**src/rtl/branch_pkg.sv**
```systemverilog
// Shared types for the OTTER branch unit: opcodes, branch funct3
// codes, redirect codes and the predictor counter reset value.
package branch_pkg;

    typedef enum logic [6:0] {
        LUI    = 7'b0110111,
        AUIPC  = 7'b0010111,
        JAL    = 7'b1101111,
        JALR   = 7'b1100111,
        BRANCH = 7'b1100011,
        LOAD   = 7'b0000011,
        STORE  = 7'b0100011,
        OP_IMM = 7'b0010011,
        OP_RG3 = 7'b0110011,
        SYS    = 7'b1110011
    } opcode_t;

    typedef enum logic [2:0] {
        BEQ  = 3'b000,
        BNE  = 3'b001,
        BLT  = 3'b100,
        BGE  = 3'b101,
        BLTU = 3'b110,
        BGEU = 3'b111
    } br_func3_t;

    typedef enum logic [1:0] {
        REDIR_NONE   = 2'b00,
        REDIR_TARGET = 2'b01,
        REDIR_SEQ    = 2'b10
    } redir_t;

    localparam logic [1:0] CNT_RESET = 2'b01;

endpackage

```
**src/rtl/bht_2bit.sv**
```systemverilog
// Bimodal history table of 2-bit saturating counters.
// Async read for fetch, sync saturating update from execute.
module bht_2bit
    import branch_pkg::*;
#(
    parameter int DEPTH = 64,
    localparam int IDX_W = $clog2(DEPTH)
) (
    input  logic             clk,
    input  logic             rst,
    input  logic [IDX_W-1:0] rd_idx,
    output logic [1:0]       rd_cnt,
    input  logic             wr_en,
    input  logic [IDX_W-1:0] wr_idx,
    input  logic             wr_taken
);

    logic [1:0] cnt [DEPTH];

    assign rd_cnt = cnt[rd_idx];

    always_ff @(posedge clk) begin
        if (rst) begin
            for (int i = 0; i < DEPTH; i++)
                cnt[i] <= CNT_RESET;
        end else if (wr_en) begin
            if (wr_taken && cnt[wr_idx] != 2'b11)
                cnt[wr_idx] <= cnt[wr_idx] + 2'd1;
            else if (!wr_taken && cnt[wr_idx] != 2'b00)
                cnt[wr_idx] <= cnt[wr_idx] - 2'd1;
        end
    end

endmodule

```
**src/rtl/branch_predict_unit.sv**
```systemverilog
// Execute-stage branch resolution with bimodal prediction,
// registered redirect/flush pulses and saturating statistics.
module branch_predict_unit
    import branch_pkg::*;
#(
    parameter int XLEN      = 32,
    parameter int BHT_DEPTH = 64,
    parameter int CNT_W     = 32
) (
    input  logic             CLK,
    input  logic             RST,
    input  logic [XLEN-1:0]  if_pc,
    output logic             if_pred_taken,
    input  logic             ex_valid,
    input  logic [XLEN-1:0]  ex_pc,
    input  logic [6:0]       ex_opcode,
    input  logic [2:0]       ex_func3,
    input  logic [XLEN-1:0]  ex_rs1,
    input  logic [XLEN-1:0]  ex_rs2,
    input  logic             ex_pred_taken,
    output logic [1:0]       br_redir,
    output logic             br_flush,
    output logic             br_taken,
    output logic [CNT_W-1:0] branch_cnt,
    output logic [CNT_W-1:0] mispred_cnt
);

    localparam int IDX_W = $clog2(BHT_DEPTH);
    localparam logic [CNT_W-1:0] ONE = {{(CNT_W-1){1'b0}}, 1'b1};

    logic [1:0] rd_cnt;
    logic       eq, lt, ltu;
    logic       taken_c, cond_c, train_c;
    redir_t     redir_c;

    // Only the word-index bits of either PC select a counter.
    logic unused_pc_bits;
    assign unused_pc_bits = ^{if_pc[XLEN-1:IDX_W+2], if_pc[1:0],
                              ex_pc[XLEN-1:IDX_W+2], ex_pc[1:0]};

    bht_2bit #(.DEPTH(BHT_DEPTH)) u_bht (
        .clk      (CLK),
        .rst      (RST),
        .rd_idx   (if_pc[IDX_W+1:2]),
        .rd_cnt   (rd_cnt),
        .wr_en    (train_c),
        .wr_idx   (ex_pc[IDX_W+1:2]),
        .wr_taken (taken_c)
    );

    assign if_pred_taken = rd_cnt[1];

    assign eq  = ex_rs1 == ex_rs2;
    assign lt  = $signed(ex_rs1) < $signed(ex_rs2);
    assign ltu = ex_rs1 < ex_rs2;

    always_comb begin
        taken_c = 1'b0;
        cond_c  = 1'b1;
        train_c = 1'b0;
        redir_c = REDIR_NONE;
        if (ex_valid) begin
            case (ex_opcode)
                BRANCH: begin
                    case (ex_func3)
                        BEQ:     taken_c = eq;
                        BNE:     taken_c = !eq;
                        BLT:     taken_c = lt;
                        BGE:     taken_c = !lt;
                        BLTU:    taken_c = ltu;
                        BGEU:    taken_c = !ltu;
                        default: cond_c  = 1'b0;
                    endcase
                    train_c = cond_c;
                    if (cond_c && taken_c && !ex_pred_taken)
                        redir_c = REDIR_TARGET;
                    else if (cond_c && !taken_c && ex_pred_taken)
                        redir_c = REDIR_SEQ;
                end
                JAL, JALR: begin
                    taken_c = 1'b1;
                    redir_c = REDIR_TARGET;
                end
                default: ;
            endcase
        end
    end

    always_ff @(posedge CLK) begin
        if (RST) begin
            br_redir    <= REDIR_NONE;
            br_flush    <= 1'b0;
            br_taken    <= 1'b0;
            branch_cnt  <= '0;
            mispred_cnt <= '0;
        end else begin
            br_redir <= redir_c;
            br_flush <= redir_c != REDIR_NONE;
            br_taken <= taken_c;
            if (train_c && branch_cnt != '1)
                branch_cnt <= branch_cnt + ONE;
            if (train_c && redir_c != REDIR_NONE && mispred_cnt != '1)
                mispred_cnt <= mispred_cnt + ONE;
        end
    end

endmodule

```
**config.mk**
```make
export PLATFORM = sky130hd
export DESIGN_NAME = branch_predict_unit
export DESIGN_NICKNAME = d
export VERILOG_FILES = /design/src/rtl/branch_pkg.sv /design/src/rtl/bht_2bit.sv /design/src/rtl/branch_predict_unit.sv
export SDC_FILE = /design/constraint.sdc
export NUM_CORES = 1
export LEC_CHECK = 0
export ABC_AREA = 1
export CAP_MARGIN = 40
export CORE_MARGIN = 4
export CORE_UTILIZATION = 58
export CTS_CLUSTER_DIAMETER = 60
export DETAILED_ROUTE_END_ITERATION = 10
export PLACE_DENSITY = 0.87
export SLEW_MARGIN = 20
export SYNTH_ARGS = -nofsm -noshare
export SYNTH_HDL_FRONTEND = slang
export SYNTH_SLANG_ARGS = --single-unit
```
**constraint.sdc**
```tcl
create_clock -name CLK -period 5 [get_ports CLK]
set_input_delay 0.5 -clock CLK [delete_from_list [all_inputs] [get_ports CLK]]
set_output_delay 0.5 -clock CLK [all_outputs]
set_load 0.005 [all_outputs]
```
==> results of run 1 <==
## cells by family after synthesis
group | synth area share
AND/OR/NAND/NOR | 0.342
buffers and inverters | 0.0893
flip-flops | 0.430
AO/OA/AOI/OAI | 0.0970
adder cells (fa/ha/maj) | 0.0351
XOR/XNOR | 0.00723
## worst max-delay path: stages
cell             delay [ps]
clkdlybuf4s50_1         580
inv_2                    90
nand3_2                 180
inv_2                   320
a22o_1                  300
a21oi_1                 190
nand4_1                 120
nand2_1                 110
nand2_1                  90
nor2_1                  180
nand2_2                  90
nand2_2                 110
nand2_1                 100
o21ai_4                 350
buf_12                  330
nand3_1                 160
nand2_1                 160
## routing by layer
metal,routed length (µm),vias up,part of all wire
li1,-,5487,-
met1,12700,5315,0.39
met2,16000,646,0.48
met3,3320,106,0.10
met4,1020,0,0.031
met5,0,-,0
## area by class of cell
| type | instances | area share |
|---|---|---|
| Clock buffer | 20 | 0.0333 |
| Clock inverter | 12 | 0.00792 |
| Inverter | 160 | 0.0418 |
| Multi-Input combinational cell | 1089 | 0.406 |
| Sequential cell | 196 | 0.362 |
| Tap cell | 270 | 0.0235 |
| Timing Repair Buffer | 180 | 0.125 |
## per-stage QoR
| stage | total power [mW] | std cells | utilization | hold WS (ps) | instance area (µm²) |
|---|---|---|---|---|---|
| after floorplan | 2.07 | 1538 | - | 475 | 12100 |
| after global placement | 2.23 | 1894 | 0.675 | 483 | 13800 |
| after detailed placement | 2.25 | 1895 | 0.676 | 486 | 13800 |
| after CTS | 3.60 | 1927 | 0.706 | 499 | 14400 |
| after global routing | 3.73 | 1927 | 0.706 | 513 | 14400 |
| final | 3.61 | 1927 | 0.706 | 495 | 14400 |
## cell usage in the layout (no fill, tap or decap), drive strengths merged, types with 4 or more instances in the layout
| cell type | netlist | routed |
|---|---|---|
| inv | 159 | 163 |
| dfxtp | 68 | 68 |
| nand4 | 107 | 107 |
| a22o | 9 | 9 |
| o22ai | 13 | 13 |
| o211ai | 4 | 4 |
| edfxtp | 128 | 128 |
| ha | 34 | 34 |
| nor4 | 14 | 14 |
| a22oi | 18 | 18 |
| nand3 | 137 | 137 |
| nand2 | 324 | 324 |
| a21oi | 50 | 50 |
| clkbuf | 44 | 20 |
| o21ai | 68 | 68 |
| a221oi | 10 | 10 |
| xor2 | 8 | 8 |
| nor2 | 221 | 221 |
| nand3b | 5 | 5 |
| and3 | 4 | 4 |
| clkdlybuf4s50 | 0 | 158 |
| buf | 49 | 22 |
| nor3 | 41 | 41 |
| clkinv | 1 | 6 |
## state kept, by name, summed over array words and instances, names as in the netlist
signal / count
br_flush: 1
br_redir: 2
mispred_cnt: 32
br_taken: 1
branch_cnt: 32
u_bht.cnt: 128
## path summary, 6_finish.rpt
check                     end  slack (ps)
max          u_bht.cnt[28][1]        1130
min           mispred_cnt[28]         500
max reg2reg    mispred_cnt[0]        1850
min reg2reg   mispred_cnt[28]         500
## where the power goes
group / leakage (nW) / internal, mW / total, mW / switching [mW]
Sequential: 1.65 / 1.74 / 1.75 / 0.0123
Combinational: 3.35 / 0.164 / 0.477 / 0.313
Clock: 0.301 / 0.769 / 1.39 / 0.620
==> reports/results.ini, run 1 <==
[logic_synthesis]
synth_edf_count = 128
yosys.area.top_type = edfxtp_1
synth_common_cells = nand2_1 (323), nor2_1 (216), inv_1 (148), edfxtp_1 (128), nand4_1 (107)
synth_top_flop_cell = edfxtp_1
ys_types = 51
synth_most_common_cell = nand2_1
async_reset_ff_frac = 0
syn_avg_cell_area_um2 = 7.87
synth_area_leaders = edfxtp_1 (32%), dfxtp_1 (11%), nand2_1 (10%)
syn-num-nets = 1714
seq_area_frac_synth = 0.430
synth_cells = 1538
ys_ff_latch = 196
yosysWarnings = 0
synth_area_um2 = 12100
yosysTopAreaCellShare = 0.317

[critical_path]
cp-startpoint = ex_pc[4]
path_class = primary input to flop
end_kind = flop
worstPathArrival_ps = 4010
r2r_start = mispred_cnt[0]
cp_max_fo = 61
startpoint_type = primary input
reg2regPathDepth = 17
required_ps = 5140

[sta]
worstMarginPinSlew_ps = 822
max-slew-margin-rel = 0.451
period_minus_slack_ps = 3870
fin_ws_ps = 1130
setup_viol = 0
fmaxAchievable_mhz = 259
finalMaxSlewViolations = 0
rsz0062_at_grt = false
period_share = 0.773
hold_violations = 0
finClkSkew_ps = 11.1
finalSetupTns_ps = 0

[layout]
seqCellArea_um2 = 5200
area_delta_synth_final_pct = 18.6
nNetsFinal = 1820
fill_cells = 1482
multi_input_area_um2 = 5840
antenna-diode-count = 0
drive_gt1_frac = 0.0899

[clocking]
cts_buffer_depth = 2
clock_latency_ps = 430
numCtsBuffers = 17
clk_pin_slew_worst_paths_ps = 70
cts_setup_buffers = 0
cts_resized = 0
cts_tree = yes
cts_sinks = 196
cts_hold_buf = 0
clockRootBuffer = clkbuf_16
htreeDepth = 4

[global_routing]
grt_use_met1 = 0.351
grt_pass1_wl_um = 54400
grt_use_total = 0.279
grt_max_degree = 65
antenna_found_initial = 0
grt-ovfl-total = 0
grtUsageMet3 = 0.0713
first_global_vias = 11300
grt_use_met2 = 0.470
grt_busiest_layer = met2

[floorplanning]
core_area_um2 = 20400
die_w_um = 153
die-area_um2 = 23300
initial_core_util = 0.595
die_y_um = 153
row_count = 52
ios = 211

[routing]
final_antenna_net_count = 0
wl_um = 33100
drt_iter0_drc = 1213
vias = 11600
dr.pass1.iters = 7
routedWlPerCell_um = 17.2
via_per_inst = 6.00
route.detailed.drc = 0

[hold_path]
worstHoldStart = mispred_cnt[28]
min_path_type = flop to flop
min_path_cells = 2

[place]
io_buffers = 158
gp_congestion = 0.903
dp_worst_setup_slack_ps = 797
place_hpwl_um = 22400

[run]
drv_cap = 0

[status]
outcome = finished clean

[power]
p_per_area_nw_per_um2 = 252
leakage_nw = 5.30
worst_ir_drop_vdd_mv = 0.242

Note: power is estimated with default switching activity, not from simulation.
==> run 2: changes to the inputs <==
--- a/config.mk
+++ b/config.mk
@@ -8,10 +8,10 @@
 export ABC_AREA = 1
 export CAP_MARGIN = 40
 export CORE_MARGIN = 4
-export CORE_UTILIZATION = 58
+export CORE_UTILIZATION = 54
 export CTS_CLUSTER_DIAMETER = 60
 export DETAILED_ROUTE_END_ITERATION = 10
-export PLACE_DENSITY = 0.87
+export PLACE_DENSITY = 0.81
 export SLEW_MARGIN = 20
 export SYNTH_ARGS = -nofsm -noshare
 export SYNTH_HDL_FRONTEND = slang
==> constraint.sdc (replaced) <==
create_clock -name CLK -period 3.65 [get_ports CLK]
set_input_delay 0.365 -clock CLK [delete_from_list [all_inputs] [get_ports CLK]]
set_output_delay 0.365 -clock CLK [all_outputs]
set_load 0.005 [all_outputs]
==> reports/results.ini, run 2 (same netlist as run 1, synthesis figures left out) <==
[status]
outcome = finished clean

[place]
gp_congestion = 0.967
place_hpwl_um = 23900
place_inst = 1943
postPlaceCellArea_um2 = 14200
io_buffers = 158

[floorplanning]
die_w_um = 158
die-area_um2 = 24900
row_count = 54
core_area_um2 = 22000
ios = 211
initial_core_util = 0.552
die_y_um = 158

[critical_path]
startpoint_type = primary input
r2r_slack_ps = 570
cp_max_fo = 16
required_ps = 3280
worstPathArrival_ps = 2950
end_kind = primary output
path_class = primary input to primary output

[clocking]
cts_setup_buffers = 0
cts_tree = yes
htreeDepth = 4
cts_resized = 0
cts_hold_buf = 0
clock_latency_ps = 440
clockRootBuffer = clkbuf_16
cts_sinks = 196
numCtsBuffers = 17
clk_pin_slew_worst_paths_ps = 80
cts_buffer_depth = 2

[global_routing]
grt_pass1_wl_um = 55100
first_global_vias = 11500
grt_use_total = 0.272
antenna_found_initial = 0
grt_max_degree = 66
grt-ovfl-total = 0

[routing]
vias = 11700
drt_iter0_drc = 1094
final_antenna_net_count = 0
route.detailed.drc = 0
routedWlPerCell_um = 17.1
via_per_inst = 5.90
wl_um = 33800
dr.pass1.iters = 6

[layout]
nNetsFinal = 1858
finalNonFillerCells = 1975
final_cell_mix = nand2_1 (322), nor2_1 (216), clkdlybuf4s50_1 (158)
regMostFlops = u_bht.cnt
final_common_cell = nand2_1
largestRegisters = u_bht.cnt (128), branch_cnt (32), mispred_cnt (32)
antenna-diode-count = 0
final_cell_area_um2 = 14800
area_delta_synth_final_pct = 22.0
drive_gt1_frac = 0.110
largest_reg_flops = 128

[sta]
max-slew-margin-rel = 0.510
period_minus_slack_ps = 3320
period_share = 0.909
setup_viol = 0
finalMaxSlewViolations = 0
finClkSkew_ps = 12.4
hold_violations = 0
worstMarginPinSlew_ps = 735
finalSetupTns_ps = 0
fmaxAchievable_mhz = 301
rsz0062_at_grt = false

[power]
p_int_mw = 3.66
p_seq_frac = 0.479
combPwrFrac = 0.139
leakage_nw = 5.50
swShare = 0.267
p_total_mw = 5.00
p_switching_mw = 1.33
worst_ir_drop_vdd_mv = 0.325
p_clk_frac = 0.383
p_per_area_nw_per_um2 = 338

[run]
drv_cap = 0

[hold_path]
min_path_type = flop to flop

==> run 2: power by group through the flow <==
| stage | sequential, mW | combinational, mW | clock (mW) |
|---|---|---|---|
| 2_1_floorplan | 2.44 | 0.399 | 0 |
| 3_3_place_gp | 2.44 | 0.660 | 0 |
| 3_5_place_dp | 2.44 | 0.682 | 0 |
| 4_1_cts | 2.39 | 0.685 | 1.93 |
| 5_1_grt | 2.39 | 0.752 | 2.01 |
| 6_report | 2.39 | 0.692 | 1.91 |
==> run 2: worst max-delay path, stage by stage <==
cell and delay (ps):
clkdlybuf4s50_1 420, inv_1 490, o21ai_0 190, o22ai_1 260, o21ai_0 140, o221ai_1 220
nand2_1 70, o21ai_0 230, clkdlybuf4s50_1 560
==> run 2: metrics by stage <==
step | setup WS (ps) | utilization | hold slack [ps]
floorplan | 885 | - | 475
global placement | 136 | 0.645 | 484
detailed placement | 5.15 | 0.646 | 487
CTS | 427 | 0.673 | 500
global route | 105 | 0.673 | 532
finish | 332 | 0.673 | 500
==> run 2: cell type report <==
cell class / instances / area (µm²)
tap: 280 / 350
clock buffer: 18 / 429
inverter: 160 / 601
fill: 1794 / 7180
multi-input combinational: 1089 / 5840
sequential: 196 / 5200
timing repair buffer: 218 / 2190
clock inverter: 14 / 164
==> run 2: path summary, 6_finish.rpt <==
kind	from	end	cells past startpoint
worst max-delay path	if_pc[3]	if_pred_taken	9
worst min-delay path	branch_cnt[1]	branch_cnt[1]	2
worst max register to register	mispred_cnt[0]	mispred_cnt[26]	17
worst min register to register	branch_cnt[1]	branch_cnt[1]	2
==> run 2: metal layers <==
metal  global-route usage  share of wire  vias up
li1                     -              -     5570
met1                0.340           0.39     5426
met2                0.467           0.49      576
met3               0.0541          0.091       81
met4                0.103          0.028        0
met5                    0              0        -
==> run 3: changes to the inputs <==
--- a/config.mk
+++ b/config.mk
@@ -11,8 +11,9 @@
 export CORE_UTILIZATION = 54
 export CTS_CLUSTER_DIAMETER = 60
 export DETAILED_ROUTE_END_ITERATION = 10
-export PLACE_DENSITY = 0.81
+export PLACE_DENSITY_LB_ADDON = 0.15
 export SLEW_MARGIN = 20
 export SYNTH_ARGS = -nofsm -noshare
 export SYNTH_HDL_FRONTEND = slang
 export SYNTH_SLANG_ARGS = --single-unit
+export TNS_END_PERCENT = 30
==> reports/results.ini, run 3 (same netlist as run 1, synthesis figures left out) <==
[status]
outcome = finished clean

[power]
p_per_area_nw_per_um2 = 332
leakage_nw = 5.48
worst_ir_drop_vdd_mv = 0.317

[clocking]
numCtsBuffers = 17
clock_latency_ps = 440
cts_setup_buffers = 0
cts_hold_buf = 0
cts_sinks = 196
cts_resized = 0
htreeDepth = 4
cts_buffer_depth = 2
cts_tree = yes
clk_pin_slew_worst_paths_ps = 70
clockRootBuffer = clkbuf_16

[critical_path]
end_kind = primary output
max_stage_delay_ps = 540
path_delay_family = buffers and inverters
path_buf_inv = 4
cp_max_fo = 14
path_cells = clkdlybuf4s50_1 -> inv_1 -> buf_4 -> o21ai_0 -> o22ai_1 -> o21ai_0 -> o221ai_1 -> nand2_1 -> o21ai_0 -> clkdlybuf4s50_1
required_ps = 3280
worstPathArrival_ps = 2960
path_class = primary input to primary output
cp_common_cell = o21ai_0
startpoint_type = primary input
crit_slowest_cell = clkdlybuf4s50_1

[layout]
finalNonFillerCells = 1977
regMostFlops = u_bht.cnt
multi_input_area_um2 = 5840
final_common_cell = nand2_1
fill_cells = 1823
largestRegisters = u_bht.cnt (128), branch_cnt (32), mispred_cnt (32)
largest_reg_flops = 128
drive_gt1_frac = 0.109
area_delta_synth_final_pct = 21.3
seqCellArea_um2 = 5200
nNetsFinal = 1860
antenna-diode-count = 0
final_cell_mix = nand2_1 (322), nor2_1 (216), clkdlybuf4s50_1 (158)

[floorplanning]
core_area_um2 = 22000
row_count = 54
ios = 211
die-area_um2 = 24900
initial_core_util = 0.552
die_y_um = 158
die_w_um = 158

[place]
place_inst = 1945
place_hpwl_um = 23300
io_buffers = 158
dp_worst_setup_slack_ps = 13.5
gp_congestion = 0.886

[sta]
period_minus_slack_ps = 3320
finClkSkew_ps = 15.3
fin_ws_ps = 329
period_share = 0.910
finalMaxSlewViolations = 0
max-slew-margin-rel = 0.491
hold_ws_ps = 505
finalSetupTns_ps = 0
worstMarginPinSlew_ps = 764
rsz0062_at_grt = false
setup_viol = 0
hold_violations = 0
fmaxAchievable_mhz = 301

[hold_path]
min_path_type = flop to flop

[routing]
wl_um = 33100
drt_iter0_drc = 909
via_per_inst = 5.78
dr.pass1.iters = 5
routedWlPerCell_um = 16.7
final_antenna_net_count = 0
vias = 11400
route.detailed.drc = 0

[global_routing]
antenna_found_initial = 0
grt-ovfl-total = 0
grt_use_total = 0.269
grt_pass1_wl_um = 54000
first_global_vias = 11200
grt_max_degree = 65

[run]
drv_cap = 0

## run 3: changes by cell type in the layout (fill, tap and decap cells not counted), sizes merged
| cell | delta |
|---|---|
| buf | +2 |
| bufinv | -1 |
| clkinv | +3 |
| clkinvlp | -1 |
| inv | -1 |
## run 3: area by class of cell
class,instances,area share
Multi-Input combinational cell,1089,0.397
Clock inverter,14,0.00843
Clock buffer,18,0.0292
Tap cell,280,0.0238
Sequential cell,196,0.354
Inverter,160,0.0409
Timing Repair Buffer,220,0.146
## run 3: report_power, final
| part | internal, mW | switching [mW] |
|---|---|---|
| clock network | 0.948 | 0.855 |
| registers | 2.38 | 0.0163 |
| logic | 0.245 | 0.431 |
## run 3: path summary, 6_finish.rpt
check | slack (ps) | cells after the start | end | start
hold reg to reg | 510 | 2 | branch_cnt[22] | branch_cnt[22]
setup reg to reg | 590 | 17 | mispred_cnt[16] | mispred_cnt[0]
hold / removal | 510 | 2 | branch_cnt[22] | branch_cnt[22]
setup / recovery | 330 | 10 | if_pred_taken | if_pc[2]
## run 3: stage by stage
| stage | power, mW | instance area [µm²] | util |
|---|---|---|---|
| 2_1_floorplan | 2.83 | 12100 | - |
| 3_3_place_gp | 3.09 | 14100 | 0.644 |
| 3_5_place_dp | 3.11 | 14100 | 0.644 |
| 4_1_cts | 4.88 | 14700 | 0.669 |
| 5_1_grt | 5.05 | 14700 | 0.669 |
| 6_report | 4.87 | 14700 | 0.669 |
## run 3: worst register-to-register path, stage by stage (launching register included)
cell and delay [ps]:
dfxtp_1 440, ha_1 220, nand2_1 80, nor2_1 130, nand4_1 150, nor3_1 260, nand4_1 150, nor2_1 200
nand4_1 150, nor2_1 150, nand2_1 90, o21ai_0 190, inv_2 230, buf_4 270, nand3_1 110, nand2_1 60
nand2_1 60, nor2_1 40
## run 3: layer usage
layer,routed length (µm),up-vias,share of wire,track usage
met1,13500,5353,0.41,0.334
li1,-,5579,-,-
met5,0,-,0,0
met2,16500,408,0.50,0.468
met3,2160,83,0.065,0.0492
met4,891,0,0.027,0.102
